[src/rtl/logic_unit_arbiter.sv]
`default_nettype none
// ============================================================================
//  Module      : logic_unit_arbiter
//  Description : Shares one word-wide bitwise logic unit (AND/OR/XOR) between
//                two requesters. Round-robin arbitration in IDLE, operands
//                latched on accept, one EXEC cycle through the datapath, and
//                the result held in RESP until the owning requester takes it.
//  Ports       : clk, rst                  - clock, sync active-high reset
//                reqN_valid/ready          - request handshake, N = 0,1
//                reqN_op/x/y               - opcode (00 AND, 01 OR, 10 XOR,
//                                            11 reserved) and operands
//                respN_valid/ready         - response handshake, N = 0,1
//                resp_z                    - shared result word
//                resp_err                  - result came from reserved opcode
//  Revision    : 1.0 - initial release
// ============================================================================
module logic_unit_arbiter #(
  parameter int W = 16
) (
  input  logic         clk,
  input  logic         rst,
  input  logic         req0_valid,
  output logic         req0_ready,
  input  logic [1:0]   req0_op,
  input  logic [W-1:0] req0_x,
  input  logic [W-1:0] req0_y,
  input  logic         req1_valid,
  output logic         req1_ready,
  input  logic [1:0]   req1_op,
  input  logic [W-1:0] req1_x,
  input  logic [W-1:0] req1_y,
  output logic         resp0_valid,
  input  logic         resp0_ready,
  output logic         resp1_valid,
  input  logic         resp1_ready,
  output logic [W-1:0] resp_z,
  output logic         resp_err
);

  typedef enum logic [1:0] {
    IDLE = 2'd0,
    EXEC = 2'd1,
    RESP = 2'd2
  } state_t;

  localparam logic [1:0] c_op_and = 2'b00;
  localparam logic [1:0] c_op_or  = 2'b01;
  localparam logic [1:0] c_op_xor = 2'b10;

  state_t         r_state;
  state_t         w_state_next;
  logic [W-1:0]   r_x_q;
  logic [W-1:0]   r_y_q;
  logic [1:0]     r_op_q;
  logic           r_owner;
  logic           r_prio;
  logic [W-1:0]   r_resp_z;
  logic           r_resp_err;

  logic           w_grant_valid;
  logic           w_grant_idx;
  logic           w_accept;
  logic           w_resp_ready;
  logic [W-1:0]   w_word_and;
  logic [W-1:0]   w_word_or;
  logic [W-1:0]   w_word_xor;
  logic [W-1:0]   w_exec_z;
  logic           w_exec_err;

  // --------------------------------------------------------------------------
  // Grant: only offered in IDLE and never while reset is asserted. Under
  // contention prio picks the winner; a lone requester wins regardless.
  // --------------------------------------------------------------------------
  always_comb begin
    w_grant_valid = 1'b0;
    w_grant_idx   = 1'b0;
    if ((r_state == IDLE) && !rst) begin
      if (req0_valid && req1_valid) begin
        w_grant_valid = 1'b1;
        w_grant_idx   = r_prio;
      end else if (req0_valid) begin
        w_grant_valid = 1'b1;
        w_grant_idx   = 1'b0;
      end else if (req1_valid) begin
        w_grant_valid = 1'b1;
        w_grant_idx   = 1'b1;
      end
    end
  end

  assign req0_ready = w_grant_valid && (w_grant_idx == 1'b0);
  assign req1_ready = w_grant_valid && (w_grant_idx == 1'b1);
  // A grant is only issued to a valid requester, so grant implies accept.
  assign w_accept   = w_grant_valid;

  assign resp0_valid  = (r_state == RESP) && !rst && (r_owner == 1'b0);
  assign resp1_valid  = (r_state == RESP) && !rst && (r_owner == 1'b1);
  // Only the owner's ready can retire the response.
  assign w_resp_ready = r_owner ? resp1_ready : resp0_ready;

  assign resp_z   = r_resp_z;
  assign resp_err = r_resp_err;

  // --------------------------------------------------------------------------
  // Shared logic datapath
  // --------------------------------------------------------------------------
  assign w_word_and = r_x_q & r_y_q;
  assign w_word_or  = r_x_q | r_y_q;
  assign w_word_xor = r_x_q ^ r_y_q;

  always_comb begin
    w_exec_z   = '0;
    w_exec_err = 1'b0;
    case (r_op_q)
      c_op_and: w_exec_z = w_word_and;
      c_op_or:  w_exec_z = w_word_or;
      c_op_xor: w_exec_z = w_word_xor;
      default: begin
        w_exec_z   = '0;
        w_exec_err = 1'b1;
      end
    endcase
  end

  // --------------------------------------------------------------------------
  // Next-state logic; any unused encoding falls back to IDLE.
  // --------------------------------------------------------------------------
  always_comb begin
    w_state_next = IDLE;
    case (r_state)
      IDLE:    w_state_next = w_accept ? EXEC : IDLE;
      EXEC:    w_state_next = RESP;
      RESP:    w_state_next = w_resp_ready ? IDLE : RESP;
      default: w_state_next = IDLE;
    endcase
  end

  // --------------------------------------------------------------------------
  // State and datapath registers
  // --------------------------------------------------------------------------
  always_ff @(posedge clk) begin
    if (rst) begin
      r_state    <= IDLE;
      r_x_q      <= '0;
      r_y_q      <= '0;
      r_op_q     <= 2'b00;
      r_owner    <= 1'b0;
      r_prio     <= 1'b0;
      r_resp_z   <= '0;
      r_resp_err <= 1'b0;
    end else begin
      r_state <= w_state_next;
      if ((r_state == IDLE) && w_accept) begin
        r_x_q   <= w_grant_idx ? req1_x  : req0_x;
        r_y_q   <= w_grant_idx ? req1_y  : req0_y;
        r_op_q  <= w_grant_idx ? req1_op : req0_op;
        r_owner <= w_grant_idx;
        r_prio  <= ~w_grant_idx;
      end
      if (r_state == EXEC) begin
        r_resp_z   <= w_exec_z;
        r_resp_err <= w_exec_err;
      end
    end
  end

endmodule
`default_nettype wire

[config.mk]
export PLATFORM = sky130hd
export DESIGN_NAME = logic_unit_arbiter
export DESIGN_NICKNAME = d
export VERILOG_FILES = /design/src/rtl/logic_unit_arbiter.sv
export SDC_FILE = /design/constraint.sdc
export NUM_CORES = 1
export LEC_CHECK = 0
export CORE_ASPECT_RATIO = 1.75
export CORE_MARGIN = 1.5
export CORE_UTILIZATION = 43
export CTS_CLUSTER_SIZE = 30
export DETAILED_ROUTE_END_ITERATION = 8
export GPL_ROUTABILITY_DRIVEN = 0
export PLACE_DENSITY = 0.8
export SLEW_MARGIN = 10
export SYNTH_ARGS = -nofsm -noshare
export SYNTH_HDL_FRONTEND = slang
export SYNTH_SLANG_ARGS = --single-unit
[constraint.sdc]
create_clock -name clk -period 1.38 [get_ports clk]
set_input_delay 0.138 -clock clk [delete_from_list [all_inputs] [get_ports clk]]
set_output_delay 0.138 -clock clk [all_outputs]
set_load 0.02 [all_outputs]
======== After elaboration in Yosys (flattened, before gate mapping) ========
Cells that the tools add are included.
word-level totals
  output and inout bits ................... 21
  input bits .............................. 74
  logic and storage cells ................. 45
  bits in registers ....................... 55
cells by class
  bitwise logic cells ..................... 5
  eq/ne operators ......................... 4
  reductions and logical operators ........ 12
  multiplexer cells ....................... 16
operator list
  kind                                                              count
  16-bit case mux with 3 select lines                               1
  16-bit 2-to-1 mux                                                 2
  16-bit bitwise AND                                                1
  16-bit bitwise OR                                                 1
  16-bit XOR                                                        1
  1-bit 2-to-1 mux                                                  10
  1-bit logical AND                                                 8
  2-bit case mux with 3 select lines                                1
  2-bit by 1-bit == test with 1-bit output (second input constant)  2
  2-bit == test (second input constant)                             2
  2-bit zero test                                                   2
  2-bit 2-to-1 mux                                                  2
  3-bit OR reduction                                                1
  1-bit inverter                                                    2
  1-bit zero test                                                   1

======== Depth between registers and ports, before layout ========
  depth after elaboration ................. 6
  mapped depth ............................ 6
  mapped depth without buffers ............ 5

======== Least setup slack after synthesis ========
OpenSTA, ideal clock, no wires.
  path type ............................... register -> register
  start ................................... register r_state[1]
  end ..................................... register r_x_q[12]
  data arrival time ....................... 1369 ps
  data required time ...................... 1320 ps
  cell stages (with the launch flop) ...... 5
  setup slack ............................. -49 ps
  clock period less this slack ............ 1429 ps
  cell sequence ........................... dfxtp_1 -> or3_1 -> buf_6 -> nor3b_4 -> a221o_1
between the ends
  cells in the longest elaborated chain, start to end .. 4
  elaborated cells between the ends (all ways) .. 6
ends and longest elaborated chain
  what                                                    RTL line  source
  start: declaration                                      50        state_t r_state;
  start signal: assignment                                152       r_state <= w_state_next;
  2-bit zero test (*)                                     77, 153
  1-bit logical AND                                       77        if ((r_state == IDLE) && !rst) begin
  1-bit 2-to-1 mux                                        77
  16-bit 2-to-1 mux or 1-bit logical AND (tied branches)  154, 153
  end signal: assignment                                  154       r_x_q <= w_grant_idx ? req1_x : req0_x;
  end: declaration                                        52        logic [W-1:0] r_x_q;
Every way passes the cells marked *; elsewhere a longest branch is shown, timed or not.
A chain may end at the register's enable or synchronous reset.

======== Worst setup path in the final report ========
  start ................................... register r_state[1]
  end ..................................... output req1_ready
between the ends
  cells in the longest elaborated chain, start to end .. 4
  elaborated cells between the ends (all ways) .. 5
ends and longest elaborated chain
  what                   RTL line  source
  2-bit zero test (*)    77
  1-bit logical AND (*)  77
  1-bit 2-to-1 mux       77
  1-bit logical AND (*)  92        assign req1_ready = w_grant_valid && (w_grant_idx == 1'b1);
  end: declaration       28        output logic req1_ready,
Marked as above.

==> impl_results.md <==
* Status: complete, but fails checks
* Violations in the final reports: setup timing
* Fin crit share at 108.3%
* Slew HR at 64.98%
* DIE AREA at 8066 um^2
* CP Cell Sequence: or3_4 > nor3b_4 > buf_6
* DP HPWL at 6232 um
* #FFs+latches synth at 55
* Starting Density at 44.68%
* CTS max path bufs at 2
* Max-Cap Viols at 0
* CP max-delay cell: or3_4
* Cell Count, Final, Fillers Out at 514
* Horiz. Die Dim at 68.54 um
* Worst slew pin tran at 0.5253 ns
* Post-synth ARST share at 0%
* Syn Area/Cell at 10.01 um^2
* Min-Delay Path Depth at 3
* Number of synthesized flops with an enable pin at 0
* # rows at 41
* Wirelength, routed at 8103 um
* Required @ worst endpoint at 1.24 ns
* Routed WL per cell at 15.76 um
* Net count after synthesis at 429
* Core Footprint at 7233 um^2
* Antenna violations before repair at 0
* Cts bufs inserted at 5
* Largest delay share family, worst path: simple AND/OR/NAND/NOR gates
* Pre-CTS worst setup slack at -0.7110 ns
* CP Data Arrival Time at 1.36 ns
* RSZ-0062 raised after global routing: yes
* Startpoint types: flop
* GR Util met2 at 35.52%
* Largest net degree at the start of global routing at 35
* Ratio of cells with drive above 1 in the final layout at 20.79%
* Die height at 117.7 um
* Post-DRT Antenna Nets at 0
* Via Count at 2,779
* Post-CTS Hold Buffers at 0
* DRC Markers at 0
* Area contributors post-synth: dfxtp_1 34%, ha_1 12%, a221o_1 11%, nor3_2 9.0%, mux2i_1 5.3%
* Iteration count of the initial detailed-routing pass at 4
* Htree depth at 2
* Highest Clock Rate at 0.6694 GHz
* PwrDens at 991.9 nW/um^2
* CTS sink count at 55
* Ys flop type: dfxtp_1
* GRT Resource Usage Total at 21.29%
* N_diodes at 0
* Num ports at 95
* Largest area contributor in the netlist: dfxtp_1
* GRT Max-Usage Layer: met2
* Critical path depth in cells at 3
* PortBufs at 94
* Area delta synth->final at 40.92%
* CP Class: flop to output pin
* Yosys synthesis warning count at 0
* GR Overflow Total at 0
* Hold Crit Class: input pin to flop
* Fin. Hold Viols at 0
* Mapped cell area at 3232 um^2
* Pwr Total at 4517 uW
* Fin. max-slew vios at 0
* Slowest stage delay, CP at 0.38 ns
* First DRT Iteration DRCs at 153
* Sequential share of the synthesized area at 34.07%
* GRT met3 Usage at 3.728%
* Fill cells at 596
* Vias in the first global route at 2,758
* Unique masters post-synth at 34
* Min setup slack post-route at -0.1139 ns
* Clk Latency, worst-skew pair at 0.30 ns
* WHS at 0.3846 ns
* Count leader, synth: dfxtp_1
* Top post-synthesis cells by count: 55 x dfxtp_1, 36 x nand2_1, 34 x a221o_1
* TritonCTS clock tree: done
* Maximum vdd drop at 0.0007790 V
* Reg clk slew, reported paths at 0.07 ns
* GR Layer Usage met1 at 25.79%
* Placed cell count at 504
* First-pass GRT wire length at 13,040 um
* Buf+Inv Stages, Crit Path at 1
* Vias/cell at 5.407
* CP Capture Type: output pin
* Root Buffer: clkbuf_16
* Max FO, Critical Path at 2
* Minimum clock period at 1.494 ns
* Setup violations, final at 37
* Pleak at 0.001992 uW
* Max Clock Skew at 0.006985 ns
* Final #Nets at 533
* Reg2Reg Depth at 4
* Synthesized instance count at 323
* Share of the synthesized area in the top cell type at 34.07%
power breakdown:
group / switching (uW) / internal, uW / total (uW)
Sequential: 119 / 1730 / 1850
Clock: 580 / 903 / 1480
Combinational: 557 / 627 / 1180
Total: 1260 / 3260 / 4520
state kept, by name, indices dropped and copies added, names as in the netlist:
register	flops
r_owner	1
r_op_q	2
r_prio	1
resp_err	1
resp_z	16
r_x_q	16
r_state	2
r_y_q	16
cells by family (layout without fill, tap and decap cells):
kind of cell	after synthesis	in the layout	synth area share [%]
mux	17	17	5.265
buf+inv	62	167	11.42
compound gates	72	72	19.40
flops	55	55	34.07
simple gates	85	85	17.46
fa+ha+maj	32	32	12.39
worst paths after layout:
| path | from | end | slack, ns |
|---|---|---|---|
| min | rst | resp_err$_SDFFE_PP0N_ | 0.38 |
| max reg2reg | r_state[1]$_SDFF_PP0_ | r_x_q[5]$_SDFFE_PP0P_ | -0.08 |
| min reg2reg | resp_err$_SDFFE_PP0N_ | resp_err$_SDFFE_PP0N_ | 0.47 |
| max | r_state[1]$_SDFF_PP0_ | req1_ready | -0.11 |
placed cells by master (no fill, tap or decap), types with 4 or more instances in the layout:
master           netlist  routed
buf_4                  5      29
dlygate4sd2_1          0      14
a22o_1                16      16
dfxtp_2                0       5
clkbuf_16              0       5
ha_1                  32      32
buf_6                  8       4
dfxtp_1               55      50
dlymetal6s2s_1         0       5
mux2i_1               17      17
nor3_2                29      29
nor3_1                 5       4
a221o_1               34      34
clkdlybuf4s50_1        0      71
nand2_1               36      36
o22ai_1               16      16
inv_1                 33      33
routing by layer:
metal	vias to the layer above	wire length, um
met5	-	0
met4	0	267
met3	19	330
met2	74	4314
met1	1310	3190
li1	1376	-
per-stage QoR:
step                 TNS, ns  instance area [um^2]  utilization, %
floorplan           -0.04355                  3233               -
global placement      -27.81                  4295           59.38
detailed placement    -30.14                  4295           59.38
CTS                   -1.631                  4503           62.26
global route          -3.711                  4554           62.96
finish                -1.611                  4554           62.96
final cells by class:
type	instances	area, um^2	share of cell area [%]
multi-input cells	206	1828	40.14
repair buffers	126	1214	26.65
flip-flops and latches	55	1107	24.31
clock buffers	6	138.9	3.049
inverters	33	123.9	2.720
well taps	86	107.6	2.363
clock inverters	2	35.03	0.7692
worst register-to-register path, delay by kind of cell (launching register included):
kind / cells / cell delay [ns]
AOI/OAI and AO/OA: 1 / 0.14
and+or+nand+nor: 2 / 0.65
DFF: 1 / 0.31
buffers and inverters: 1 / 0.30
what timing repair did:
| item | CTS | global route |
|---|---|---|
| gates resized for setup | 47 | 14 |
| pin swaps | 4 | 1 |
| endpoints found under the setup margin | 68 | 52 |
| buffers inserted | 1 | 1 |
| cloned | 0 | 0 |
No activity file was read; power rests on OpenSTA's default activity.
